## src/rtl/i2s_tx_10xe_defines.sv

```systemverilog
// Shared AXI-Stream widths, scheduler state encoding and I2S frame constants
// for the I2S transmitter.
package i2s_tx_10xe_defines;

    localparam int AXI_STREAM_DATA_WIDTH = 32;
    localparam int AXI_STREAM_TID_WIDTH  = 3;

    typedef logic [AXI_STREAM_DATA_WIDTH-1:0] axi_stream_data;
    typedef logic [AXI_STREAM_TID_WIDTH-1:0]  axi_stream_tid;

    typedef enum logic [1:0] {
        IDLE  = 2'd0,
        PRIME = 2'd1,
        RUN   = 2'd2
    } sched_state_e;

    localparam int I2S_SLOTS_PER_FRAME = 64;
    localparam int TID_LEFT            = 0;
    localparam int TID_RIGHT           = 1;

endpackage

```

## src/rtl/i2s_sclk_gen.sv

```systemverilog
// SCLK divider: toggles sclk every div_i enabled cycles and strobes the
// cycle in which sclk falls. Disabling clears the counter and sclk.
module i2s_sclk_gen #(
    parameter int DIV_WIDTH = 8
) (
    input  logic                 clk_i,
    input  logic                 rst_i,
    input  logic                 en_i,
    input  logic [DIV_WIDTH-1:0] div_i,
    output logic                 sclk_o,
    output logic                 fall_o
);

    localparam logic [DIV_WIDTH-1:0] CNT_ONE = DIV_WIDTH'(1);

    logic [DIV_WIDTH-1:0] cnt_q, cnt_d;
    logic                 sclk_q, sclk_d;
    logic                 toggle;

    // div_i is never zero here; the scheduler clamps it before latching.
    always_comb begin
        toggle = en_i && (cnt_q == (div_i - CNT_ONE));
        cnt_d  = cnt_q + CNT_ONE;
        sclk_d = sclk_q;
        if (!en_i) begin
            cnt_d  = '0;
            sclk_d = 1'b0;
        end else if (toggle) begin
            cnt_d  = '0;
            sclk_d = !sclk_q;
        end
    end

    always_ff @(posedge clk_i) begin
        if (rst_i) begin
            cnt_q  <= '0;
            sclk_q <= 1'b0;
        end else begin
            cnt_q  <= cnt_d;
            sclk_q <= sclk_d;
        end
    end

    assign sclk_o = sclk_q;
    assign fall_o = toggle && sclk_q;

endmodule

```

## src/rtl/i2s_tx_frame_sched.sv

```systemverilog
// I2S transmit sequencer: buffers one stereo pair from AXI-Stream and
// serialises it MSB first as 64-slot frames on SCLK/LRCLK/SDATA.
module i2s_tx_frame_sched
    import i2s_tx_10xe_defines::*;
#(
    parameter int DATA_WIDTH = AXI_STREAM_DATA_WIDTH,
    parameter int TID_WIDTH  = AXI_STREAM_TID_WIDTH,
    parameter int DIV_WIDTH  = 8
) (
    input  logic                  aud_mclk,
    input  logic                  aud_mrst,
    input  logic                  cfg_en,
    input  logic [DIV_WIDTH-1:0]  cfg_sclk_div,
    input  logic [DATA_WIDTH-1:0] s_axis_aud_tdata,
    input  logic [TID_WIDTH-1:0]  s_axis_aud_tid,
    input  logic                  s_axis_aud_tvalid,
    output logic                  s_axis_aud_tready,
    output logic                  sclk_out,
    output logic                  lrclk_out,
    output logic                  sdata_out,
    output logic                  underflow,
    output logic                  tid_err,
    output logic                  frame_start,
    output sched_state_e          dbg_state
);

    localparam int SLOTS  = I2S_SLOTS_PER_FRAME * DATA_WIDTH / AXI_STREAM_DATA_WIDTH;
    localparam int SLOT_W = $clog2(SLOTS);
    localparam logic [SLOT_W-1:0]    SLOT_ONE  = SLOT_W'(1);
    localparam logic [SLOT_W-1:0]    SLOT_LAST = SLOT_W'(SLOTS - 1);
    localparam logic [SLOT_W-1:0]    LR_FIRST  = SLOT_W'(DATA_WIDTH - 1);
    localparam logic [SLOT_W-1:0]    LR_LAST   = SLOT_W'(SLOTS - 2);
    localparam logic [DIV_WIDTH-1:0] DIV_ONE   = DIV_WIDTH'(1);

    sched_state_e            state_q, state_d;
    logic [DIV_WIDTH-1:0]    div_q, div_d;
    logic [DATA_WIDTH-1:0]   l_buf_q, l_buf_d, r_buf_q, r_buf_d;
    logic                    l_vld_q, l_vld_d, r_vld_q, r_vld_d;
    logic [SLOTS-1:0]        sh_q, sh_d;
    logic [SLOT_W-1:0]       slot_q, slot_d, slot_nx;
    logic                    lr_q, lr_d;
    logic                    frame_start_q, frame_start_d;
    logic                    underflow_q, underflow_d;
    logic                    tid_err_q, tid_err_d;

    logic is_left, is_right, chan_free, ingress_on, accept;
    logic sclk_en, sclk_fall;

    // Handshake: a beat transfers on a rising aud_mclk edge where tvalid and
    // tready are both high; tready never depends on tvalid. A channel whose
    // slot is already full holds tready low, invalid TIDs are always taken.
    assign is_left    = (s_axis_aud_tid == TID_WIDTH'(TID_LEFT));
    assign is_right   = (s_axis_aud_tid == TID_WIDTH'(TID_RIGHT));
    assign ingress_on = (state_q != IDLE) && cfg_en;

    always_comb begin
        if (is_left) begin
            chan_free = !l_vld_q;
        end else if (is_right) begin
            chan_free = !r_vld_q;
        end else begin
            chan_free = 1'b1;
        end
    end

    assign s_axis_aud_tready = ingress_on && chan_free;
    assign accept            = s_axis_aud_tready && s_axis_aud_tvalid;

    assign sclk_en = (state_q == RUN) && cfg_en;

    i2s_sclk_gen #(
        .DIV_WIDTH (DIV_WIDTH)
    ) u_sclk_gen (
        .clk_i  (aud_mclk),
        .rst_i  (aud_mrst),
        .en_i   (sclk_en),
        .div_i  (div_q),
        .sclk_o (sclk_out),
        .fall_o (sclk_fall)
    );

    always_comb begin
        state_d       = state_q;
        div_d         = div_q;
        l_buf_d       = l_buf_q;
        r_buf_d       = r_buf_q;
        l_vld_d       = l_vld_q;
        r_vld_d       = r_vld_q;
        sh_d          = sh_q;
        slot_d        = slot_q;
        lr_d          = lr_q;
        frame_start_d = 1'b0;
        underflow_d   = 1'b0;
        tid_err_d     = 1'b0;
        slot_nx       = slot_q + SLOT_ONE;

        if (accept) begin
            if (is_left) begin
                l_buf_d = s_axis_aud_tdata;
                l_vld_d = 1'b1;
            end else if (is_right) begin
                r_buf_d = s_axis_aud_tdata;
                r_vld_d = 1'b1;
            end else begin
                tid_err_d = 1'b1;
            end
        end

        if (!cfg_en) begin
            state_d = IDLE;
            l_vld_d = 1'b0;
            r_vld_d = 1'b0;
            sh_d    = '0;
            slot_d  = '0;
            lr_d    = 1'b0;
        end else begin
            case (state_q)
                IDLE: begin
                    state_d = PRIME;
                    div_d   = (cfg_sclk_div == '0) ? DIV_ONE : cfg_sclk_div;
                end
                PRIME: begin
                    if (l_vld_q && r_vld_q) begin
                        state_d       = RUN;
                        sh_d          = {l_buf_q, r_buf_q};
                        l_vld_d       = 1'b0;
                        r_vld_d       = 1'b0;
                        slot_d        = '0;
                        lr_d          = 1'b0;
                        frame_start_d = 1'b1;
                    end
                end
                RUN: begin
                    if (sclk_fall) begin
                        if (slot_q == SLOT_LAST) begin
                            // Frame boundary: a missing channel sends a silent
                            // frame but keeps whatever half-pair has arrived.
                            slot_d        = '0;
                            lr_d          = 1'b0;
                            frame_start_d = 1'b1;
                            if (l_vld_q && r_vld_q) begin
                                sh_d    = {l_buf_q, r_buf_q};
                                l_vld_d = 1'b0;
                                r_vld_d = 1'b0;
                            end else begin
                                sh_d        = '0;
                                underflow_d = 1'b1;
                            end
                        end else begin
                            slot_d = slot_nx;
                            sh_d   = {sh_q[SLOTS-2:0], 1'b0};
                            lr_d   = (slot_nx >= LR_FIRST) && (slot_nx <= LR_LAST);
                        end
                    end
                end
                default: begin
                    state_d = IDLE;
                end
            endcase
        end
    end

    always_ff @(posedge aud_mclk) begin
        if (aud_mrst) begin
            state_q       <= IDLE;
            div_q         <= '0;
            l_buf_q       <= '0;
            r_buf_q       <= '0;
            l_vld_q       <= 1'b0;
            r_vld_q       <= 1'b0;
            sh_q          <= '0;
            slot_q        <= '0;
            lr_q          <= 1'b0;
            frame_start_q <= 1'b0;
            underflow_q   <= 1'b0;
            tid_err_q     <= 1'b0;
        end else begin
            state_q       <= state_d;
            div_q         <= div_d;
            l_buf_q       <= l_buf_d;
            r_buf_q       <= r_buf_d;
            l_vld_q       <= l_vld_d;
            r_vld_q       <= r_vld_d;
            sh_q          <= sh_d;
            slot_q        <= slot_d;
            lr_q          <= lr_d;
            frame_start_q <= frame_start_d;
            underflow_q   <= underflow_d;
            tid_err_q     <= tid_err_d;
        end
    end

    assign sdata_out   = sh_q[SLOTS-1];
    assign lrclk_out   = lr_q;
    assign frame_start = frame_start_q;
    assign underflow   = underflow_q;
    assign tid_err     = tid_err_q;
    assign dbg_state   = state_q;

endmodule

```

## config.mk

```make
export PLATFORM = sky130hd
export DESIGN_NAME = i2s_tx_frame_sched
export DESIGN_NICKNAME = d
export VERILOG_FILES = /design/src/rtl/i2s_tx_10xe_defines.sv /design/src/rtl/i2s_sclk_gen.sv /design/src/rtl/i2s_tx_frame_sched.sv
export SDC_FILE = /design/constraint.sdc
export NUM_CORES = 1
export LEC_CHECK = 0
export CORE_UTILIZATION = 45
export DETAILED_ROUTE_END_ITERATION = 6
export PLACE_DENSITY_LB_ADDON = 0.15
export SYNTH_ARGS = -nofsm -noshare
export SYNTH_HDL_FRONTEND = slang
export SYNTH_SLANG_ARGS = --single-unit
```

## constraint.sdc

```tcl
create_clock -name aud_mclk -period 3.7 [get_ports aud_mclk]
set_clock_uncertainty 0.1 [all_clocks]
set_input_delay 0.74 -clock aud_mclk [delete_from_list [all_inputs] [get_ports aud_mclk]]
set_output_delay 0.74 -clock aud_mclk [all_outputs]
set_load 0.1 [all_outputs]
```

==> reports/qor.csv, run 1 <==
stage,metric,value,unit
status,status,finished clean,
worst_setup_path,Top delay family on crit path,simple AND/OR/NAND/NOR gates,
die,die area,15600,µm²
die,Cell Rows,44,
finish,multi-input combinational cell area,3290,µm²
power,Comb pwr share,0.052,
timing,min Tclk post-route,3.24,ns
synth,Netlist cell types,53,
routing,antenna-violating nets left,0,
timing,# setup viols final,0,
synth,dominant synthesized flop cell,dfxtp_1,
worst_setup_path,RR Startpoint,div_q[0],
synth,syn nets,861,
routing,routed wl met3,612,µm
finish,Storage cell area,3180,µm²
synth,"Seq/Total Area, Yosys",0.470,
finish,diode count,0,
worst_setup_path,WP data required,3.86,ns
routing,DRT met1 WL,7800,µm
synth,Yosys warnings,0,
global_route,initial antenna violation count,0,
clock_network,clock sinks,159,
power,Sw Ratio,0.220,
synth,Synth Instances,806,
timing,setup TNS,0,ns
finish,final net count,884,
worst_setup_path,R2R cell count,9,
worst_hold_path,HP Start,l_buf_q[14],
clock_network,TritonCTS buffer count,17,
power,Sequential Power Share,0.479,
finish,fin area,8040,µm²
worst_hold_path,Hold WC Path Type,register to register,
clock_network,clk_lat worst skew,0.42,ns
global_route,vias in the first global route,5777,
die,Chip Width,125,µm
routing,highest routed layer,met4,
power,NetSw,0.796,mW
clock_network,Clock transition at path regs,0.06,ns
global_route,grt total ovfl,0,
worst_setup_path,CP peak stage delay,0.52,ns
global_route,largest net degree at the start of global routing,76,
placed_design,Placed Area,7460,µm²
power,P_leak,2.58,nW
timing,Slew @ Worst Pin,0.979,ns
clock_network,clk root buf,clkbuf_16,
power,PwrDens,449,nW/µm²
die,Initial Util,0.465,
worst_setup_path,Crit. path cell count,9,
synth,"EDFF count, synth",0,
finish,Area Growth Syn to Fin,18.6,%
worst_setup_path,R2R setup slack,0.46,ns
routing,via count,6039,
routing,Routed WL per cell,16.6,µm
synth,register bit total from synthesis,159,
power,maximum VDD drop,0.321,mV
timing,max-slew violation count,0,
worst_setup_path,Setup CP Type,register to register,
worst_setup_path,worst path cell trace,"inv_1, ha_1, xor2_1, or3_1, a2111o_1, or4_4, nand2_2, buf_12, a211oi_1",
worst_setup_path,Reg-to-Reg End,sh_q[61],
routing,DRC,0,
routing,Via-to-Cell Ratio,5.89,
worst_setup_path,Crit-path slowest cell,or4_4,
routing,total wire length,17000,µm
finish,filler cell count,1326,
timing,Tcrit/Tclk final,0.876,
synth,ys async rst share,0,
worst_setup_path,worst setup path endpoint,sh_q[61],
worst_setup_path,CP Buf/Inv Count,2,
worst_setup_path,CP Max Fanout,69,
routing,1st-iter DRT viols,665,
routing,DR WL met2,8410,µm
timing,Max Clk Rate,308,MHz
placed_design,post-DP HPWL,10300,µm
worst_setup_path,crit path launch,div_q[0],
timing,Fin. Hold Viols,0,
die,I/O pin count,56,
power,Internal,2.82,mW
power,Clk pwr share,0.469,
placed_design,port buffer count,55,
clock_network,CTS resizes,0,
clock_network,CTS tree,yes,
clock_network,post-CTS setup buffers,0,
clock_network,Max H-tree Level,4,
synth,synthesized area per cell,8.41,µm²
synth,Post-Synthesis Cell Area,6780,µm²
die,die height,125,µm
placed_design,RePlAce Congestion,0.858,
die,area of the core,14600,µm²
global_route,global-route wire length before repair,28800,µm
timing,Worst slew margin,0.345,
clock_network,Max Buffers Root-to-Sink,2,
routing,DRT Pass-1 Iters,5,
timing,RSZ-0062 raised after global routing,no,
clock_network,"Hold-fix buffers, CTS",0,
finish,share of layout cells above drive strength 1,0.0749,
flow_run,Max-Cap Viols,0,
global_route,gr usage total,0.225,
worst_setup_path,crit path launch type,register,
worst_setup_path,CP arrival,3.40,ns
worst_setup_path,crit end category,register,
sequential cells by signal, summed over array words and instances (netlist names):
| register | flops |
|---|---|
| r_buf_q | 32 |
| u_sclk_gen.sclk_o | 1 |
| r_vld_q | 1 |
| frame_start | 1 |
| slot_q | 6 |
| sh_q | 64 |
| div_q | 8 |
| l_buf_q | 32 |
| tid_err | 1 |
| l_vld_q | 1 |
| underflow | 1 |
| dbg_state | 2 |
| lrclk_out | 1 |
| u_sclk_gen.cnt_q | 8 |
tightest hold or removal path, stage by stage (launching register included):
cell and delay, ns:
dfxtp_1 0.31, nand2_1 0.05, a21oi_1 0.05
final cells by class:
class / instances / share of cell area
multi-input cells: 567 / 0.409
flip-flops and latches: 159 / 0.396
repair buffers: 73 / 0.0891
clock buffers: 23 / 0.0620
well taps: 184 / 0.0286
clock inverters: 8 / 0.0101
inverters: 11 / 0.00514
per-stage QoR:
step                hold slack [ns]  power (mW)  instances  utilization  worst slack [ns]
finish                        0.355        3.61       1025        0.551             0.457
CTS                           0.357        3.64       1025        0.551             0.504
floorplan                     0.335        1.86        806            -             0.297
detailed placement            0.348        1.95        994        0.511             0.497
global route                  0.375        3.73       1025        0.551             0.330
global placement              0.341        1.95        994        0.511             0.574
cell usage in the layout, fill, tap and decap left out, drive strengths merged, types with 4 or more instances in the layout:
master / instances
nand2: 161
dfxtp: 159
a21oi: 79
a211oi: 67
nor3: 67
a22oi: 63
clkdlybuf4s50: 53
clkbuf: 23
buf: 20
nor2: 18
nand3: 16
inv: 11
xor2: 11
ha: 8
xnor2: 6
and3: 6
nor4: 6
o21ai: 6
nor2b: 5
clkinv: 5
o211ai: 4
cell usage after synthesis, types with 6 or more instances:
master    number  area, µm²
a211oi_1      67        503
a21oi_1       79        395
a22oi_1       63        473
and3_1         6       37.5
buf_2          8       40.0
clkbuf_1      53        199
dfxtp_1      159       3180
ha_1           8        100
inv_1         11       41.3
nand2_1      160        601
nand3_1       16       80.1
nor2_1        18       67.6
nor3_1        67        335
xnor2_1        6       52.6
xor2_1        11       96.3
logic make-up (layout without fill, tap and decap cells):
| kind of cell | count (synthesis) | in the layout | synth area share |
|---|---|---|---|
| AO/OA/AOI/OAI | 242 | 242 | 0.240 |
| XOR/XNOR | 17 | 17 | 0.0220 |
| adder cells (fa/ha/maj) | 8 | 8 | 0.0148 |
| buffers and inverters | 80 | 115 | 0.0535 |
| flip-flops | 159 | 159 | 0.470 |
| multiplexers | 2 | 2 | 0.00295 |
| AND/OR/NAND/NOR | 298 | 298 | 0.197 |
worst min-delay path by stage:
stage | endpoint | slack, ns | cells after the start
3_3_place_gp | l_buf_q[2] | 0.34 | 2
5_1_grt | l_buf_q[8] | 0.38 | 2
2_1_floorplan | sh_q[0] | 0.34 | 2
4_1_cts | l_buf_q[30] | 0.36 | 2
3_5_place_dp | l_buf_q[30] | 0.35 | 2
6_report | l_buf_q[14] | 0.35 | 2
power by group through the flow:
stage               clock network, mW  logic, mW  registers [mW]
floorplan                           0     0.0930            1.77
global placement                    0      0.182            1.77
detailed placement                  0      0.186            1.77
CTS                              1.72      0.187            1.73
global route                     1.80      0.203            1.73
finish                           1.69      0.188            1.73
layer usage:
layer	GRT usage	up-vias
li1	-	2946
met2	0.381	127
met1	0.289	2952
met3	0.0455	14
met5	0	-
met4	0.0624	0
Power figures use the tool's default switching activity.
==> inputs of run 2 (changes only) <==
Settings changed: CORE_ASPECT_RATIO set to 0.8.
==> reports/qor.csv, run 2 (synthesis results as in run 1) <==
stage,metric,value,unit,change
status,status,"complete, but fails checks",,
status,failing checks,DRC,,
routing,DRT Pass-1 Iters,7,,+2
routing,DRC,3,,+3
placed_design,placed cell count,992,,-0.20%
die,I/O pin count,56,,unchanged
finish,filler cell count,1275,,-3.8%
finish,Area Growth Syn to Fin,19.1,%,
timing,Tcrit/Tclk final,0.853,,-0.0234
worst_setup_path,worst path cell trace,"inv_1, ha_1, xor2_1, or3_1, a2111o_1, or4_4, nand2_2, buf_12, a211oi_1",,
routing,total wire length,16900,µm,-0.47%
timing,max-slew violation count,0,,unchanged
global_route,vias in the first global route,5662,,-2.0%
finish,fin area,8070,µm²,+0.44%
global_route,initial antenna violation count,0,,unchanged
placed_design,port buffer count,55,,unchanged
routing,via count,5959,,-1.3%
placed_design,RePlAce Congestion,0.773,,-9.9%
power,maximum VDD drop,0.310,mV,-3.3%
timing,Slew @ Worst Pin,0.982,ns,+0.00319 ns
die,area of the core,14500,µm²,-0.66%
placed_design,Placed Area,7440,µm²,-0.20%
clock_network,Max H-tree Level,4,,unchanged
finish,multi-input combinational cell area,3290,µm²,unchanged
finish,share of layout cells above drive strength 1,0.0750,,+0.0000892
timing,min Tclk post-route,3.16,ns,-0.0865 ns
finish,Storage cell area,3180,µm²,unchanged
flow_run,Max-Cap Viols,0,,unchanged
clock_network,clk root buf,clkbuf_16,,
routing,Via-to-Cell Ratio,5.82,,-1.2%
clock_network,TritonCTS buffer count,17,,unchanged
worst_hold_path,HP Start,l_buf_q[30],,
worst_setup_path,CP Buf/Inv Count,2,,unchanged
clock_network,Max Buffers Root-to-Sink,2,,unchanged
timing,Max Clk Rate,317,MHz,+2.7%
clock_network,"Hold-fix buffers, CTS",0,,unchanged
finish,Largest register FFs,64,,unchanged
die,die height,112,µm,-10%
finish,Top Registers,"sh_q: 64 flops, l_buf_q: 32 flops, r_buf_q: 32 flops",,
worst_setup_path,Top delay family on crit path,simple AND/OR/NAND/NOR gates,,
finish,"commonest non-fill, non-tap cells in the layout","160 x nand2_1, 159 x dfxtp_1, 79 x a21oi_1",,
global_route,grt total ovfl,0,,unchanged
routing,1st-iter DRT viols,388,,-42%
clock_network,CTS tree,yes,,
clock_network,post-CTS setup buffers,0,,unchanged
worst_hold_path,hold endpoint,l_buf_q[30],,
finish,"commonest non-fill, non-tap cell in the layout",nand2_1,,
die,Chip Width,139,µm,+12%
clock_network,CTS resizes,0,,unchanged
finish,Largest Register,sh_q,,
worst_setup_path,RR Startpoint,div_q[0],,
worst_setup_path,WP data required,3.87,ns,about the same
worst_setup_path,CP peak stage delay,0.51,ns,about the same
finish,final net count,882,,-0.23%
placed_design,post-DP HPWL,10100,µm,-2.0%
worst_setup_path,Setup CP Type,register to register,,
timing,Fin. Hold Viols,0,,unchanged
worst_hold_path,Hold WC Path Type,register to register,,
global_route,largest net degree at the start of global routing,76,,unchanged
worst_setup_path,R2R setup slack,0.54,ns,+0.09 ns
routing,antenna-violating nets left,0,,unchanged
clock_network,clk_lat worst skew,0.42,ns,about the same
clock_network,Clock transition at path regs,0.06,ns,about the same
worst_hold_path,hold depth,2,,unchanged
worst_setup_path,crit end category,register,,
worst_setup_path,CP arrival,3.33,ns,-0.07 ns
die,Cell Rows,39,,-11%
die,die area,15600,µm²,about the same
global_route,gr usage total,0.226,,+0.000712
timing,# setup viols final,0,,unchanged
worst_setup_path,CP Max Fanout,69,,unchanged
timing,RSZ-0062 raised after global routing,no,,
global_route,global-route wire length before repair,28100,µm,-2.5%
die,Initial Util,0.468,,+0.00309
routing,Routed WL per cell,16.5,µm,-0.37%
power,P_leak,2.60,nW,+0.54%
worst_setup_path,R2R cell count,9,,unchanged
finish,diode count,0,,unchanged
timing,setup TNS,0,ns,unchanged
timing,Worst slew margin,0.343,,-0.00213
finish,final non-filler cell total,1024,,-0.098%
worst_setup_path,Crit-path slowest cell,or4_4,,
clock_network,clock sinks,159,,unchanged
worst_setup_path,crit path launch type,register,,
power,PwrDens,466,nW/µm²,+3.8%
worst_setup_path,Reg-to-Reg End,sh_q[37],,
-- run 2: cell types whose count changed in the layout (fill, tap and decap cells not counted) --
cell,before,now
buf_4,16,14
bufinv_16,1,4
clkbuf_1,1,0
clkbuf_8,5,1
clkinv_2,2,4
inv_6,0,1
-- run 2: cell type report --
type / count / area share
Multi-Input combinational cell: 567 / 0.407
Clock inverter: 14 / 0.0236
Timing Repair Buffer: 71 / 0.0868
Tap cell: 184 / 0.0285
Sequential cell: 159 / 0.394
Inverter: 11 / 0.00512
Clock buffer: 18 / 0.0544
-- run 2: worst max-delay path by stage --
stage / from / depth (start not counted) / slack [ns] / to
floorplan: dbg_state[0] / 4 / 0.30 / s_axis_aud_tready
global placement: cfg_en / 7 / 0.59 / sh_q[47]
detailed placement: cfg_en / 7 / 0.55 / sh_q[37]
CTS: div_q[0] / 9 / 0.55 / sh_q[37]
global route: div_q[0] / 9 / 0.45 / sh_q[46]
finish: div_q[0] / 9 / 0.54 / sh_q[37]
-- run 2: where the power goes --
| part | total (mW) | switching [mW] | internal, mW |
|---|---|---|---|
| sequential | 1.73 | 0.00871 | 1.72 |
| combinational | 0.188 | 0.104 | 0.0832 |
| clock | 1.85 | 0.702 | 1.15 |
| total | 3.76 | 0.815 | 2.95 |
-- run 2: routing by layer --
metal  global-route usage  part of all wire
met5                    0                 0
met3               0.0520             0.048
met2                0.365              0.46
met1                0.301              0.49
met4               0.0681            0.0090
-- run 2: per-stage QoR --
step	hold slack, ns	util	total power, mW	setup WS (ns)
finish	0.354	0.557	3.76	0.544
global route	0.371	0.557	3.89	0.455
CTS	0.354	0.557	3.79	0.551
detailed placement	0.346	0.514	1.95	0.549
global placement	0.341	0.514	1.95	0.594
floorplan	0.335	-	1.86	0.297
-- run 2: worst register-to-register path, cell delays in order (launching register included) --
cell and delay (ns):
dfxtp_1 0.41, inv_1 0.08, ha_1 0.32, xor2_1 0.21, or3_1 0.33, a2111o_1 0.45, or4_4 0.51, nand2_2 0.11
buf_12 0.31, a211oi_1 0.16
